$ cat src/rtl/pcileech_pkg.sv
// Shared constants for the PCIeScreamer transmit datapath.
// Beat geometry and the filler word used when a partial beat is flushed.
package pcileech_pkg;

    localparam int          PCILEECH_TX_WORDS_PER_BEAT = 8;
    localparam int          PCILEECH_TX_BEAT_WIDTH     = 256;
    localparam logic [31:0] PCILEECH_PAD_WORD          = 32'h66665555;

endpackage

$ cat src/rtl/pcileech_tx_pack256.sv
// Packs eight 32-bit transmit words into one 256-bit vFIFO write, padding and
// flushing a partial beat after an idle timeout; never writes on adjacent clocks.
module pcileech_tx_pack256
    import pcileech_pkg::*;
#(
    parameter int          PARAM_FLUSH_CYCLES = 64,
    parameter logic [31:0] PARAM_PAD_WORD     = PCILEECH_PAD_WORD
) (
    input  logic                              clk,
    input  logic                              rst,
    input  logic [31:0]                       din,
    input  logic                              din_valid,
    output logic                              din_ready,
    output logic [PCILEECH_TX_BEAT_WIDTH-1:0] dout,
    output logic                              dout_valid,
    input  logic                              dout_ready,
    output logic                              flush_pulse
);

    localparam logic [15:0] IDLE_LAST  = 16'(PARAM_FLUSH_CYCLES - 1);
    localparam logic [3:0]  COUNT_FULL = 4'(PCILEECH_TX_WORDS_PER_BEAT);

    logic [31:0]                       acc_r [PCILEECH_TX_WORDS_PER_BEAT];
    logic [3:0]                        count_r;
    logic [PCILEECH_TX_BEAT_WIDTH-1:0] obuf_r;
    logic                              ofull_r;
    logic [15:0]                       idle_r;
    logic                              gap_r;
    logic                              flush_pulse_r;

    logic                              xfer_s;
    logic                              full_cond_s;
    logic                              flush_cond_s;
    logic                              obuf_free_s;
    logic                              move_s;
    logic                              flush_move_s;
    logic [15:0]                       idle_next_s;
    logic [PCILEECH_TX_BEAT_WIDTH-1:0] beat_s;

    assign din_ready   = (count_r != COUNT_FULL);
    assign xfer_s      = din_valid & din_ready;
    assign dout        = obuf_r;
    assign dout_valid  = ofull_r & dout_ready & ~gap_r;
    assign flush_pulse = flush_pulse_r;

    // A full accumulator (or the word that fills it) wins over a timeout.
    assign full_cond_s  = (count_r == COUNT_FULL) || (xfer_s && (count_r == 4'd7));
    assign flush_cond_s = (count_r != 4'd0) && !xfer_s && (idle_r == IDLE_LAST);
    assign obuf_free_s  = !ofull_r || dout_valid;
    assign move_s       = obuf_free_s && (full_cond_s || flush_cond_s);
    assign flush_move_s = move_s && flush_cond_s && !full_cond_s;

    // Beat image: stored words, the word arriving this cycle, then filler.
    always_comb begin
        beat_s = '0;
        for (int i = 0; i < PCILEECH_TX_WORDS_PER_BEAT; i++) begin
            if (4'(i) < count_r) begin
                beat_s[32*i +: 32] = acc_r[i];
            end else if (xfer_s && (4'(i) == count_r)) begin
                beat_s[32*i +: 32] = din;
            end else begin
                beat_s[32*i +: 32] = PARAM_PAD_WORD;
            end
        end
    end

    // Idle counter saturates at the timeout so a blocked flush fires once obuf frees.
    always_comb begin
        idle_next_s = idle_r;
        if (xfer_s || move_s) begin
            idle_next_s = 16'd0;
        end else if (count_r == 4'd0) begin
            idle_next_s = 16'd0;
        end else if (idle_r != IDLE_LAST) begin
            idle_next_s = idle_r + 16'd1;
        end else begin
            idle_next_s = idle_r;
        end
    end

    // Accumulator, output buffer and pacing state.
    always_ff @(posedge clk) begin
        if (rst) begin
            for (int i = 0; i < PCILEECH_TX_WORDS_PER_BEAT; i++) begin
                acc_r[i] <= 32'd0;
            end
            count_r       <= 4'd0;
            obuf_r        <= '0;
            ofull_r       <= 1'b0;
            idle_r        <= 16'd0;
            gap_r         <= 1'b0;
            flush_pulse_r <= 1'b0;
        end else begin
            if (xfer_s) begin
                acc_r[count_r[2:0]] <= din;
            end
            if (move_s) begin
                count_r <= 4'd0;
            end else if (xfer_s) begin
                count_r <= count_r + 4'd1;
            end
            if (move_s) begin
                obuf_r  <= beat_s;
                ofull_r <= 1'b1;
            end else if (dout_valid) begin
                ofull_r <= 1'b0;
            end
            idle_r        <= idle_next_s;
            gap_r         <= dout_valid;
            flush_pulse_r <= flush_move_s;
        end
    end

endmodule

$ cat config.mk
export PLATFORM = sky130hd
export DESIGN_NAME = pcileech_tx_pack256
export DESIGN_NICKNAME = d
export VERILOG_FILES = /design/src/rtl/pcileech_pkg.sv /design/src/rtl/pcileech_tx_pack256.sv
export SDC_FILE = /design/constraint.sdc
export NUM_CORES = 1
export LEC_CHECK = 0
export ABC_AREA = 1
export BUFFER_PORTS_ARGS = -buffer_cell sky130_fd_sc_hd__buf_2
export CELL_PAD_IN_SITES_DETAIL_PLACEMENT = 1
export CELL_PAD_IN_SITES_GLOBAL_PLACEMENT = 1
export CORE_AREA = 2 2 240 242
export DETAILED_ROUTE_END_ITERATION = 12
export DIE_AREA = 0 0 242 244
export HOLD_SLACK_MARGIN = 0.15
export PLACE_DENSITY = 0.77
export SLEW_MARGIN = 10
export SYNTH_ARGS = -nofsm -noshare
export SYNTH_HDL_FRONTEND = slang
export SYNTH_SLANG_ARGS = --single-unit
$ cat constraint.sdc
create_clock -name clk -period 3.3 [get_ports clk]
set_input_delay 0.165 -clock clk [delete_from_list [all_inputs] [get_ports clk]]
set_output_delay 0.165 -clock clk [all_outputs]
set_load 0.1 [all_outputs]
Word-level counts from Yosys, hierarchy flattened

Memory sizes are Yosys's and may differ from the RTL's. A register that Yosys moved wholly into a read port is not among the register bits.
Index checks and enable logic that the tools add are counted.

Add/sub/neg operators: 2
Order comparisons: 8
Bitwise logic cells: 4
Reduce and logical (&&, ||, !) cells: 27
Eq/ne operators: 12
Mux-type cells: 26

Operator list:

| kind                                                                     | number |
|---|---|
| 32-bit 2-to-1 mux                                                        | 17 |
| 32-bit OR reduction                                                      | 1 |
| 16-bit by 1-bit adder with 16-bit output, second input constant          | 1 |
| 16-bit by 6-bit equality test with 1-bit output, second input constant   | 1 |
| 3-bit by 4-bit equality test with 1-bit output, first input constant     | 4 |
| 3-bit by 4-bit < comparator with 1-bit output, first input constant      | 4 |
| 16-bit by 6-bit inequality test with 1-bit output, second input constant | 1 |
| 1-bit logical AND                                                        | 14 |
| 2-bit by 4-bit equality test with 1-bit output, first input constant     | 2 |
| 1-bit by 4-bit < comparator with 1-bit output, first input constant      | 2 |
| 2-bit by 4-bit < comparator with 1-bit output, first input constant      | 2 |
| 1-bit 2-to-1 mux                                                         | 8 |
| 4-bit by 1-bit adder with 4-bit output, second input constant            | 1 |
| 1-bit by 4-bit equality test with 1-bit output, first input constant     | 1 |
| 4-bit by 3-bit equality test with 1-bit output, second input constant    | 1 |
| 4-bit equality test, second input constant                               | 1 |
| 4-bit zero test                                                          | 1 |
| 1-bit logical OR                                                         | 4 |
| 4-bit inequality test, second input constant                             | 1 |
| 4-bit nonzero test                                                       | 1 |
| 1-bit AND                                                                | 3 |
| 1-bit zero test                                                          | 3 |
| 3-bit 2-to-1 mux                                                         | 1 |
| 3-bit OR reduction                                                       | 1 |
| 3 further kinds                                                          | 3 |

Memories: 1
Input bits: 36
Bits in writable memories: 256
Output and inout port bits: 259
Flip-flop bits (word level): 279

Memory list:

| name  | words | bits a word | read ports | clocked after memory_dff | wr ports | RTL line                  | source |
|---|---|---|---|---|---|---|---|
| acc_r | 8     | 32          | 8          | 1                        | 8        | pcileech_tx_pack256.sv:23 | `logic [31:0] acc_r [PCILEECH_TX_WORDS_PER_BEAT];` |

Longest topological paths before layout

Gate-level depths: netlist (run 1).

Depth after elaboration: 9
Mapped depth: 14
Mapped depth without buffers: 12

Worst setup path after synthesis (run 1)

Ideal clock, no wire load.

Path kind: flip-flop to flip-flop
Start: reg count_r[0]
End: mem acc_r[0][0], enable pin
Setup time: 389 ps
Arrival: 2822 ps
Buffers on the path: 1
Stages on the path, launching flop included: 11
Slack: 88 ps
Period minus slack after synthesis: 3212 ps
Data required time: 2911 ps
Path through: dfxtp_1 -> inv_1 -> ha_1 -> nand2_1 -> inv_2 -> nand2_2 -> nand2_2 -> nor2_1 -> nand3_1 -> clkbuf_1 -> nand2_1

RTL lines:

| item                   | RTL line                   | source |
|---|---|---|
| start, declared        | pcileech_tx_pack256.sv:24  | `logic [3:0] count_r;` |
| start signal, assigned | pcileech_tx_pack256.sv:100 | `count_r <= count_r + 4'd1;` |
| end, declared          | pcileech_tx_pack256.sv:23  |  |

Worst setup path after layout (run 1)

Start: reg count_r[0]
End: reg obuf_r[217], in the netlist dout[217]

Longest elaborated chain between the ends: 7

RTL lines:

| item                           | RTL line                   | source |
|---|---|---|
| 4-bit inequality test          | pcileech_tx_pack256.sv:40  | `assign din_ready = (count_r != COUNT_FULL);` |
| 1-bit AND                      | pcileech_tx_pack256.sv:41  | `assign xfer_s = din_valid & din_ready;` |
| 1-bit zero test                | pcileech_tx_pack256.sv:48  | `assign flush_cond_s = (count_r != 4'd0) && !xfer_s && (idle_r == IDLE_LAST);` |
| 1-bit logical AND (2 in a row) | pcileech_tx_pack256.sv:48  |  |
| 1-bit logical OR               | pcileech_tx_pack256.sv:50  | `assign move_s = obuf_free_s && (full_cond_s \|\| flush_cond_s);` |
| 1-bit logical AND              | pcileech_tx_pack256.sv:50  |  |
| end signal, assigned           | pcileech_tx_pack256.sv:103 | `obuf_r <= beat_s;` |
| end, declared                  | pcileech_tx_pack256.sv:25  | `logic [PCILEECH_TX_BEAT_WIDTH-1:0] obuf_r;` |

Parallel ways exist; a longest one is shown, timed or not.
A chain may end at the register's enable or synchronous reset.

==> summary.md, run 1 <==
| Metric | Value |
|---|---|
| Post-synthesis compound-gate area fraction | `approximately a tenth` |
| Worst R2R Setup Slack | `around 0.29 ns` |
| Leak Pwr | `around 12 nW` |
| First-pass GRT wire length | `between 100000 and 150000 µm` |
| Pwr dens | `between 500 and 600 nW/µm²` |
| DRT iter0 DRCs | `~1700` |
| Internal power | `between 0.01 and 0.015 W` |
| Worst-skew pair later-pin latency | `about 0.64 ns` |
| Most frequent cell on the critical path | `nand2_1` |
| Worst Clk Skew | `between 0.02 and 0.03 ns` |
| XOR/XNOR Fraction of Synth Area | `less than 1%` |
| Worst r2r src | `count_r[0]` |
| Critical path depth | `12` |
| Slew HR | `between 20% and 30%` |
| Final nets | `around 2900` |
| Placer Congestion | `0.845` |
| P_sw | `approximately 0.0034 W` |
| WP buf/inv | `3` |
| Starting Density | `approximately two fifths` |
| Cells after Synth | `roughly 2600` |
| CP Capture Type | `flip-flop` |
| Die area | `~59000 µm²` |
| Max-Cap Viols | `0` |
| Sequential area share after synthesis | `59.4%` |
| Die width | `around 240 µm` |
| Detailed Routing Iterations Pass 1 | `5` |
| # clock sinks | `roughly 540` |
| H-tree depth | `2` |
| Comb power frac | `between 4 and 5%` |
| Final Hold Fails | `0` |
| Flop pwr share | `between 40 and 50%` |
| Final worst path period need | `roughly 3.0 ns` |
| Crit-path max cell delay | `0.69 ns` |
| Worst Path Arrival | `~3.5 ns` |
| Fillcell total | `6716` |
| Critical-path maximum fanout | `82` |
| Avg WL per Cell | `22.0 µm` |
| Switching share of power | `between 20% and 30%` |
| Worst VDD drop | `a little over 0.4 mV` |
| Reg area | `between 10000 and 15000 µm²` |
| Largest family of logic cells by synthesized area | `simple AND/OR/NAND/NOR gates` |
| Critical path data required time | `~3.8 ns` |
| Setup-failing EPs final | `0` |
| ANT nets after route | `0` |
| CP Launch Type | `flip-flop` |
| Die Height | `244 µm` |
| Largest net degree at the start of global routing | `170` |
| Worst path slowest cell | `buf_4` |
| Mux share of post-synthesis cell area | `0%` |
| Vias in the first global route | `approximately 20000` |
| Net count after synthesis | `~2700` |
| Clock slew at reported path FFs | `0.06 ns` |
| Ratio of cells with drive above 1 in the final layout | `16.2%` |
| Cell family with most CP delay | `buffers and inverters` |
| Hpwl dp | `roughly 53000 µm` |
| Yosys cell types | `31` |
| Post-synthesis async set-or-reset flop share | `0%` |
| Most frequent cells in the layout | `nor2_1, nand2_1, buf_2, dfxtp_1, edfxtp_1` |
| Highest Clock Rate | `between 300 and 400 MHz` |
| Core Area | `56200 µm²` |
| TritonCTS clock tree | `built` |
| Grt total ovfl | `0` |
| Worst R2R Path Depth | `12` |
| Worst Setup EP | `dout[217]` |
| Post-route core utilization | `47.7%` |
| Tightest Pin Transition | `1.05 ns` |
| Row count | `87` |
| Most common cell after layout, fill and taps aside | `nor2_1` |
| Clock Path Buffers | `3` |
| Crit Reg-Reg Endpoint | `dout[217]` |
| Worst Hold Class | `reg2reg` |
| Ys flop type | `dfxtp_1` |
| Initial antenna violation count | `2` |
| DR vias/cell | `between 5 and 6` |
| CP Class | `reg2reg` |
| P&R area growth vs syn | `20.0%` |
| Port-buffer cells | `between 200 and 300` |
| RSZ-0062 raised after global routing | `no` |
| Status | `complete, no violations` |
| Max Slew Vio Count | `0` |
| Clock share of power | `between 40% and 50%` |
| Setup_tns | `0 ns` |
| TritonCTS Buffers | `57` |
| Start point of the critical path | `count_r[0]` |
| Post-Route WL | `between 80000 and 90000 µm` |
| Synthesized-area fraction occupied by adder cells | `less than 1%` |
| Tot GR Track Use | `26.7%` |
| # IOs | `roughly 300` |
| Number of flops mapped to enable cells by yosys | `between 200 and 300` |
| Avg Cell Area, Syn | `around 8.5 µm²` |
| DRC Markers | `0` |
| Simple-Gate Fraction of Synth Area | `a little under a quarter` |
| Synth Warn # | `0` |
| Routed via count | `between 15000 and 20000` |
| Root buffer cell | `clkbuf_16` |
| Register bit total from synthesis | `~540` |
| Post-Syn Area | `22300 µm²` |
| Footprint of the multi-input gates | `~7500 µm²` |
| Period utilisation layout | `between 90% and 100%` |
| Worst-path cell chain | `inv_1, ha_1, nand2_1, inv_2, nand2_2, nand2_2, nand2_1, o21ai_4, buf_4, nand3_1, nand2_1, nor2_1` |
[cell families after synthesis]
| group | after synthesis |
|---|---|
| AO/OA/AOI/OAI | 399 |
| XOR/XNOR | 14 |
| adder cells (fa/ha/maj) | 5 |
| buffers and inverters | 397 |
| flip-flops | 535 |
| AND/OR/NAND/NOR | 1276 |
[per-layer routing]
layer  track usage [%]  wire [µm]  up-vias
met5                 0         18        -
met4              11.5       3710        2
met3              5.41       5850      185
met2              44.6      38500      691
met1              33.6      32800     9678
li1                  -          -     9013
[power groups by stage]
stage                     logic (W)  clock network [W]  registers [W]
after global placement     0.000595                  0        0.00727
after detailed placement   0.000609                  0        0.00728
after global routing       0.000686            0.00705        0.00714
after CTS                  0.000645            0.00679        0.00713
after floorplan            0.000287                  0        0.00727
final                      0.000654            0.00671        0.00713
[what timing repair did]
action / in CTS / in global routing
buffers inserted: 0 / 0
resized for setup: 0 / 0
hold endpoints to repair: 104 / 0
hold buffers: 36 / 0
[flip-flops by register name (all words and copies together), names as in the netlist]
register / flops
ofull_r: 1
acc_r: 256
idle_r: 16
dout: 256
gap_r: 1
flush_pulse: 1
count_r: 4
[how the worst min path moves through the flow]
stage | from | to | slack, ns | cells past startpoint
finish | acc_r[0][20] | dout[20] | 0.47 | 2
global route | acc_r[0][19] | dout[19] | 0.50 | 2
CTS | rst | ofull_r | 0.45 | 3
detailed placement | acc_r[0][20] | dout[20] | 0.46 | 2
global placement | acc_r[0][13] | dout[13] | 0.45 | 2
floorplan | rst | ofull_r | 0.23 | 1
[stage by stage]
stage,instances,setup slack [ns],hold slack [ns],total power [W],area (µm²)
global placement,3530,0.516,0.450,0.00786,24500
global route,3674,0.109,0.500,0.0149,26800
floorplan,2626,0.0881,0.234,0.00756,22300
finish,3675,0.294,0.473,0.0145,26800
CTS,3674,0.359,0.446,0.0146,26800
detailed placement,3530,0.389,0.461,0.00789,24500
[tightest hold or removal path: stages (launching register included)]
cell and delay (ns):
edfxtp_1 0.32, nor2_1 0.04, nor2_1 0.08
[cell usage after synthesis (12+ instances only)]
master | instances | area [µm²]
clkbuf_1 | 134 | 503
edfxtp_1 | 256 | 7690
buf_1 | 24 | 90.1
inv_1 | 188 | 706
o21ai_1 | 66 | 330
nor2_1 | 600 | 2250
or2_2 | 12 | 75.1
nand2_1 | 425 | 1600
a21oi_1 | 112 | 561
buf_2 | 43 | 215
nand3_1 | 223 | 1120
dfxtp_1 | 279 | 5590
o21ai_0 | 132 | 661
o22ai_1 | 35 | 219
a21boi_0 | 46 | 345
[area by class of cell]
type / instances / share of cell area (%)
sequential: 535 / 49.5
multi-input combinational: 1694 / 28.1
timing repair buffer: 389 / 8.72
clock buffer: 90 / 6.69
tap: 756 / 3.53
inverter: 192 / 2.72
clock inverter: 18 / 0.668
antenna: 1 / 0.00934
Power figures use the tool's default switching activity.
==> run 2: changes to the inputs <==
CORE_AREA = 2 2 276 278   (was 2 2 240 242)
DIE_AREA = 0 0 278 280   (was 0 0 242 244)
PLACE_DENSITY = default   (was 0.77)
PLACE_DENSITY_LB_ADDON = 0.12   (was default)
==> summary.md, run 2 (synthesis results as in run 1) <==
| Metric | Value |
|---|---|
| Status | `complete, no violations (unchanged)` |
| TritonCTS clock tree | `built (unchanged)` |
| Row count | `101 (was 87)` |
| Routed via count | `19055 (was 19569)` |
| Initial antenna violation count | `3 (was 2)` |
| Post-route core utilization | `36.3% (was 47.7%)` |
| Die width | `278 µm (was 242 µm)` |
| Largest net degree at the start of global routing | `153 (was 170)` |
| Period utilisation layout | `88.7% (was 91.1%)` |
| Starting Density | `29.7% (was 39.8%)` |
| Start point of the critical path | `count_r[0] (unchanged)` |
| Worst Hold Class | `in2reg (was reg2reg)` |
| Pwr dens | `555 nW/µm² (was 541 nW/µm²)` |
| Die area | `77800 µm² (was 59000 µm²)` |
| Highest Clock Rate | `341 MHz (was 333 MHz)` |
| Vias in the first global route | `19358 (was 19897)` |
| Port-buffer cells | `294 (unchanged)` |
| Ratio of cells with drive above 1 in the final layout | `16.4% (was 16.2%)` |
| Worst VDD drop | `0.281 mV (was 0.407 mV)` |
| Clock slew at reported path FFs | `0.06 ns (about the same)` |
| Critical path data required time | `3.78 ns (was 3.80 ns)` |
| RSZ-0062 raised after global routing | `no (unchanged)` |
| DRT iter0 DRCs | `1176 (was 1726)` |
| Worst path slowest cell | `o21ai_0 (was buf_4)` |
| Root buffer cell | `clkbuf_16 (unchanged)` |
| Critical-path maximum fanout | `22 (was 82)` |
| Setup Buffers After CTS | `0 (unchanged)` |
| Worst R2R Setup Slack | `0.37 ns (was 0.29 ns)` |
| Final Hold Fails | `0 (unchanged)` |
| Setup_tns | `0 ns (unchanged)` |
| Worst-skew pair later-pin latency | `0.60 ns (was 0.64 ns)` |
| Max-Cap Viols | `0 (unchanged)` |
| Detailed Routing Iterations Pass 1 | `4 (was 5)` |
| Slew HR | `27.7% (was 29.9%)` |
| Die Height | `280 µm (was 244 µm)` |
| WP buf/inv | `2 (was 3)` |
| Hold path depth | `5 (was 2)` |
| Tightest Pin Transition | `1.08 ns (was 1.05 ns)` |
| Leak Pwr | `12.0 nW (was 11.9 nW)` |
| Hpwl dp | `56700 µm (was 52600 µm)` |
| Number of gates resized after CTS | `0 (unchanged)` |
| Worst-path cell chain | `inv_1, ha_1, nand2_1, nor2_1, nor2_1, buf_4, nand2_1, o21ai_0, nand3_1, nand2_1, nor2_1 (was inv_1, ha_1, nand2_1, inv_2, nand2_2, nand2_2, nand2_1, o21ai_4, buf_4, nand3_1, nand2_1, nor2_1)` |
| DR vias/cell | `4.87 (was 5.32)` |
| Placer Congestion | `0.798 (was 0.845)` |
| H-tree depth | `3 (was 2)` |
| Worst Clk Skew | `0.0260 ns (was 0.0294 ns)` |
| Hold endpoint | `dout[205] (was dout[20])` |
| Core Area | `75200 µm² (was 56200 µm²)` |
| ANT nets after route | `0 (unchanged)` |
| Post-Route WL | `86800 µm (was 80900 µm)` |
| Crit-path max cell delay | `0.52 ns (was 0.69 ns)` |
| Worst r2r src | `count_r[0] (unchanged)` |
| TritonCTS Buffers | `66 (was 57)` |
| # IOs | `295 (unchanged)` |
| Fin Hold WS | `0.173 ns (was 0.473 ns)` |
| Tot GR Track Use | `22.0% (was 26.7%)` |
| CP Capture Type | `flip-flop (unchanged)` |
| Avg WL per Cell | `22.2 µm (was 22.0 µm)` |
| Grt total ovfl | `0 (unchanged)` |
| Worst Path Arrival | `3.41 ns (was 3.50 ns)` |
| Worst R2R Path Depth | `11 (was 12)` |
| CP Class | `reg2reg (unchanged)` |
| P&R area growth vs syn | `22.2% (was 20.0%)` |
| Setup-failing EPs final | `0 (unchanged)` |
| Crit Reg-Reg Endpoint | `dout[64] (was dout[217])` |
| # clock sinks | `535 (unchanged)` |
| Most frequent cells in the layout | `nor2_1, nand2_1, buf_2, dfxtp_1, edfxtp_1 (unchanged)` |
| Final nets | `2917 (was 2910)` |
| First-pass GRT wire length | `127000 µm (was 120000 µm)` |
| Most common cell after layout, fill and taps aside | `nor2_1 (unchanged)` |
| Final worst path period need | `2.93 ns (was 3.01 ns)` |
| Min-delay src | `din[13] (was acc_r[0][20])` |
| Max Slew Vio Count | `0 (unchanged)` |
| Cell family with most CP delay | `simple AND/OR/NAND/NOR gates (was buffers and inverters)` |
| DRC Markers | `0 (unchanged)` |
| Fillcell total | `8792 (was 6716)` |
| Clock Path Buffers | `3 (unchanged)` |
| CP Launch Type | `flip-flop (unchanged)` |
==> run 2: cell count changes in the layout (fill, tap and decap cells not counted), moves of 2 or more <==
cell,previous run,this run
clkinv_8,2,0
clkbuf_16,63,74
clkbuf_8,11,13
buf_4,54,57
dlygate4sd3_1,36,30
clkbuf_1,15,23
clkinv_1,1,3
inv_6,3,0
==> run 2: stage by stage <==
stage	cell area, µm²	worst slack, ns	std cells	power (W)
2_1_floorplan	22300	0.0881	2626	0.00756
3_3_place_gp	24800	0.556	3756	0.00791
3_5_place_dp	24800	0.411	3756	0.00792
4_1_cts	27300	0.399	3908	0.0153
5_1_grt	27300	0.112	3909	0.0157
6_report	27300	0.372	3909	0.0151
==> run 2: worst max-delay path by stage <==
stage	to	slack, ns	cells past startpoint
after global placement	dout[70]	0.56	11
after detailed placement	dout[232]	0.41	12
after global routing	dout[234]	0.11	12
after CTS	dout[232]	0.40	12
final	dout[64]	0.37	11
after floorplan	acc_r[0][0]	0.09	10
==> run 2: timing repair <==
item                                    CTS  global route
endpoints found under the hold margin    66             0
endpoints found under the setup margin    0             0
hold buffers                             30             0
==> run 2: routing by layer <==
metal | vias up | global-route usage (%) | wire length [µm]
li1 | 9033 | - | -
met1 | 9467 | 29.2 | 39100
met2 | 453 | 37.1 | 41700
met3 | 102 | 3.24 | 3860
met4 | 0 | 6.40 | 2020
met5 | - | 0 | 0
==> run 2: layout make-up <==
type	instances	area [µm²]	share of cell area, %
flip-flops and latches	535	13300	48.6
multi-input cells	1694	7550	27.6
repair buffers	387	2320	8.50
clock buffers	110	2120	7.76
well taps	978	1220	4.48
inverters	192	728	2.67
clock inverters	12	82.6	0.303
diodes	1	2.50	0.00917
==> run 2: worst register-to-register path, stage by stage, from the launching register on <==
cell	delay [ns]
dfxtp_1	0.48
inv_1	0.21
ha_1	0.30
nand2_1	0.12
nor2_1	0.06
nor2_1	0.11
buf_4	0.27
nand2_1	0.46
o21ai_0	0.53
nand3_1	0.13
nand2_1	0.09
nor2_1	0.04
==> run 2: power by group <==
group	switching, W	internal [W]	leakage (nW)	total (W)
Sequential	0.0000421	0.00709	4.90	0.00713
Clock	0.00290	0.00445	1.09	0.00735
Combinational	0.000538	0.000131	6.05	0.000669
